[config.mk]
export PLATFORM = sky130hd
export DESIGN_NAME = dp_arbiter
export DESIGN_NICKNAME = d
export VERILOG_FILES = /design/src/rtl/dp_arbiter.sv
export SDC_FILE = /design/constraint.sdc
export NUM_CORES = 1
export LEC_CHECK = 0
export ABC_CLOCK_PERIOD_IN_PS = 1900
export CELL_PAD_IN_SITES_DETAIL_PLACEMENT = 2
export CELL_PAD_IN_SITES_GLOBAL_PLACEMENT = 2
export CORE_UTILIZATION = 20
export CTS_BUF_LIST = sky130_fd_sc_hd__clkbuf_8
export DETAILED_ROUTE_END_ITERATION = 8
export GPL_ROUTABILITY_DRIVEN = 1
export GPL_TIMING_DRIVEN = 0
export PLACE_DENSITY = 0.78
export SYNTH_ARGS = -nofsm -noshare
export SYNTH_HDL_FRONTEND = slang
export SYNTH_SLANG_ARGS = --single-unit
[constraint.sdc]
create_clock -name clock -period 1.9 [get_ports clock]
set_input_delay 0.38 -clock clock [delete_from_list [all_inputs] [get_ports clock]]
set_output_delay 0.38 -clock clock [all_outputs]
set_load 0.02 [all_outputs]
[src/rtl/dp_arbiter.sv]
// Round-robin arbiter sharing one datapath between 4 requesters; optional watchdog under DP_TIMEOUT_EN.
// Latency: req in IDLE -> dp_start next cycle; dp_done -> rsp_valid next cycle.
// Backpressure: new requests are held off until IDLE.
module dp_arbiter #(
  parameter int DATA_W      = 8,
  parameter int TIMEOUT_CYC = 16
) (
  input  logic                clock,
  input  logic                rst,
  input  logic [3:0]          req,
  input  logic [4*DATA_W-1:0] req_data,
  output logic [3:0]          gnt,
  output logic                dp_start,
  output logic [DATA_W-1:0]   dp_operand,
  input  logic                dp_done,
  input  logic [DATA_W-1:0]   dp_result,
  output logic [3:0]          rsp_valid,
  output logic [DATA_W-1:0]   rsp_data,
  output logic                busy,
  output logic                timeout_err
);

  typedef enum logic [1:0] {IDLE, ISSUE, WAIT, RESP} state_t;

  state_t     state_q, state_d;
  logic [1:0] last_q;
  logic [1:0] gnt_idx_q;
  logic [1:0] win_idx;
  logic [1:0] cand;
  logic       win_vld;
  logic       wd_expire;

  // Search starts just past the most recently served requester.
  always_comb begin
    win_idx = last_q;
    win_vld = 1'b0;
    cand    = last_q;
    for (int k = 1; k <= 4; k++) begin
      cand = last_q + 2'(k);
      if (!win_vld && req[cand]) begin
        win_idx = cand;
        win_vld = 1'b1;
      end
    end
  end

`ifdef DP_TIMEOUT_EN
  localparam int CNT_W = $clog2(TIMEOUT_CYC + 1);

  logic [CNT_W-1:0] wd_cnt_q;

  // Fires on the last permitted WAIT cycle when dp_done has not shown up.
  assign wd_expire = (wd_cnt_q == CNT_W'(TIMEOUT_CYC - 1));

  always_ff @(posedge clock) begin
    if (!rst) begin
      wd_cnt_q    <= '0;
      timeout_err <= 1'b0;
    end else begin
      if (state_q == ISSUE) begin
        wd_cnt_q <= '0;
      end else if (state_q == WAIT && !wd_expire) begin
        wd_cnt_q <= wd_cnt_q + 1'b1;
      end
      if (state_q == WAIT && !dp_done && wd_expire) begin
        timeout_err <= 1'b1;
      end
    end
  end
`else
  assign wd_expire   = 1'b0;
  assign timeout_err = 1'b0;
`endif

  always_comb begin
    state_d = state_q;
    case (state_q)
      IDLE:    if (win_vld) state_d = ISSUE;
      ISSUE:   state_d = WAIT;
      WAIT:    if (dp_done || wd_expire) state_d = RESP;
      RESP:    state_d = IDLE;
      default: state_d = IDLE;
    endcase
  end

  always_ff @(posedge clock) begin
    if (!rst) begin
      state_q    <= IDLE;
      gnt        <= '0;
      gnt_idx_q  <= '0;
      dp_operand <= '0;
      rsp_data   <= '0;
      last_q     <= 2'd3;
    end else begin
      state_q <= state_d;
      case (state_q)
        IDLE: begin
          if (win_vld) begin
            gnt        <= 4'b0001 << win_idx;
            gnt_idx_q  <= win_idx;
            dp_operand <= req_data[int'(win_idx)*DATA_W +: DATA_W];
          end
        end
        WAIT: begin
          if (dp_done) begin
            rsp_data <= dp_result;
          end else if (wd_expire) begin
            rsp_data <= '1;
          end
        end
        RESP: begin
          last_q <= gnt_idx_q;
          gnt    <= '0;
        end
        default: ;
      endcase
    end
  end

  assign dp_start  = (state_q == ISSUE);
  assign busy      = (state_q != IDLE);
  assign rsp_valid = (state_q == RESP) ? gnt : 4'b0000;

endmodule

==> summary.txt <==
Routing
  – Via density: 4.39
  – WL final: 4.69 mm
  – Vias: 1450
  – Routed WL per cell: 14.2 um
  – Initial DRC count: 38
  – DRC: 0
  – Final ANT Viol Nets: 0
  – 1st-pass router iterations: 4

Clocking
  – Clock root buffer: clkbuf_8
  – Max Root-Sink Buffers: 2
  – CTS tree: yes
  – Later-pin clock latency in the skew report: 280 ps
  – Clk pin slew, worst setup/hold paths: 90 ps
  – Cts bufs inserted: 3
  – CTS H-tree lvls: 1
  – # clock sinks: 26

Timing
  – Final hold vios: 0
  – Final setup vio count: 0
  – Maximum clock frequency: 544 MHz
  – Max Slew Vio Count: 0
  – Final period util: 0.967
  – RSZ-0062 raised after global routing: true
  – Total negative setup slack: 0 ps
  – Clk_skew: 5.50 ps
  – Final min period: 1840 ps

Yosys
  – EDFF count, synth: 0
  – Top FF cell, synth: dfxtp_1
  – Async set-reset flop share out of synthesis: 0
  – Synth Warn #: 0
  – Largest cells by area after synthesis: dfxtp_1, mux2_2, a221o_1, a21boi_0, ha_1
  – Most frequent cells after synthesis: dfxtp_1, mux2_2, nand2_1
  – Post-Syn Area: 1420 um2
  – Post-synthesis register bit count: 26
  – Syn_area_per_cell: 9.21 um2
  – Synth area leader: dfxtp_1
  – Syn Nets: 206
  – Yosys top cell area share: 0.367
  – Most common cell in the synthesized netlist: dfxtp_1
  – Synthesized instance count: 154
  – Cell variety after synth: 35
  – Post-synthesis sequential area ratio: 0.367

Layout
  – Finished Layout Cells: 330
  – Nets: 287
  – Area Overhead vs Synth: 69.1%
  – Fraction of layout cells with a size suffix above 1: 0.197
  – N_diodes: 0
  – Fillers: 755

Floorplanning
  – Chip width: 86.2 um
  – Initial Util: 0.208
  – Die height: 86.2 um
  – Core area: 6830 um2
  – Io pins: 74
  – Row count: 30
  – Die area: 7430 um2

Global route
  – Vias in the first global route: 1480
  – Pin count of the biggest net entering global routing: 16
  – Total congestion overflow: 0
  – Initial antenna violation count: 0
  – First-pass GRT wire length: 7.68 mm
  – Total track usage: 0.132

Worst setup path
  – WP data required: 2110 ps
  – CP Capture Type: flip-flop
  – Critical path arrival: 2050 ps
  – Setup crit start kind: input port
  – Crit-path max FO: 6
  – Category of the most critical setup path: input port to flip-flop

Placed design
  – HPWL Detailed: 3.53 mm
  – Port bufs: 71
  – GP Congestion: 0.689
  – Placed insts: 321

Pwr
  – PwrDens: 1050 nW/um2
  – Peak VDD IR: 0.404 mV
  – Leak Pwr: 0.000972 uW

Flow run
  – Max-cap violations: 0

Min path
  – Worst Hold Class: flip-flop to flip-flop

Outcome
  – Status: complete, no violations
==> placed cells by master, fill, tap and decap left out, drive strengths merged, types with 4 or more instances in the layout <==
master         Yosys  final
clkdlybuf4s50      0     61
a221o              8      8
nand2             16     16
and3               8      8
inv                5      5
buf                6     10
nand3              8      8
a21boi            10     10
clkbuf             4     13
dfxtp             26     26
ha                 5      5
dlygate4sd2        0      4
and2               7      7
nor2               6      6
mux2              16     16
==> sequential cells by signal (all words and copies together) (netlist names) <==
name        flops
gnt             4
last_q          2
state_q         2
gnt_idx_q       2
rsp_data        8
dp_operand      8
==> cell families after synthesis <==
kind of cell             after synthesis  synth area share
AND/OR/NAND/NOR                       57             0.214
adder cells (fa/ha/maj)                5            0.0441
other                                  1           0.00265
buffers and inverters                 15            0.0503
AO/OA/AOI/OAI                         31             0.174
flip-flops                            26             0.367
multiplexers                          19             0.148
==> worst paths after layout <==
kind	startpoint	endpoint	slack (ps)	depth (start not counted)
worst max-delay path	req[2]	gnt[1]	60	9
worst min-delay path	gnt[1]	gnt[1]	470	2
worst min register to register	gnt[1]	gnt[1]	470	2
worst max register to register	last_q[1]	dp_operand[2]	80	8
==> layout make-up <==
cell class              count  area (um2)  share of cell area
repair buffers             77         729               0.304
clock buffers               3        41.3              0.0172
plain buffers               9        65.1              0.0271
clock inverters             1        30.0              0.0125
well taps                  96         120              0.0501
inverters                   5        18.8             0.00783
flip-flops and latches     26         526               0.219
multi-input cells         113         867               0.362
==> per-layer routing <==
layer | share of wire | up-vias | GRT usage
met4 | 0.015 | 0 | 0.0455
met5 | 0 | - | 0
met2 | 0.49 | 38 | 0.222
met1 | 0.45 | 692 | 0.168
li1 | - | 715 | -
met3 | 0.050 | 5 | 0.0267
==> power breakdown <==
| part | total [uW] | internal [uW] | switching (uW) | leakage [uW] |
|---|---|---|---|---|
| Combinational | 1270 | 624 | 642 | 0.000723 |
| Clock | 468 | 282 | 186 | 0.0000357 |
| Sequential | 792 | 698 | 94.0 | 0.000213 |
| Total | 2530 | 1600 | 922 | 0.000972 |
==> through the flow <==
step	cell area, um2	hold WS, ps	setup slack, ps	util	total power, uW
2_1_floorplan	1420	445	46.2	-	1470
4_1_cts	2370	475	1.46	0.347	2520
5_1_grt	2400	496	-7.60	0.351	2700
6_report	2400	469	61.8	0.351	2530
3_3_place_gp	2250	450	-647	0.329	1980
3_5_place_dp	2250	462	-657	0.329	2010
==> critical path, stage by stage <==
cell	delay, ps
clkdlybuf4s15_1	270
nand2b_1	200
a21oi_2	150
nor3_2	60
buf_4	160
buf_8	140
buf_4	150
or4_1	400
a21boi_1	150
==> repair_timing <==
action                     4_1_cts  5_1_grt
pin swaps                        1        5
resized for setup               25       20
hold buffers                     0        0
gates cloned                     1        0
setup endpoints to repair       17       15
buffers inserted                 4        1
(Power assumes the default switching activity.)
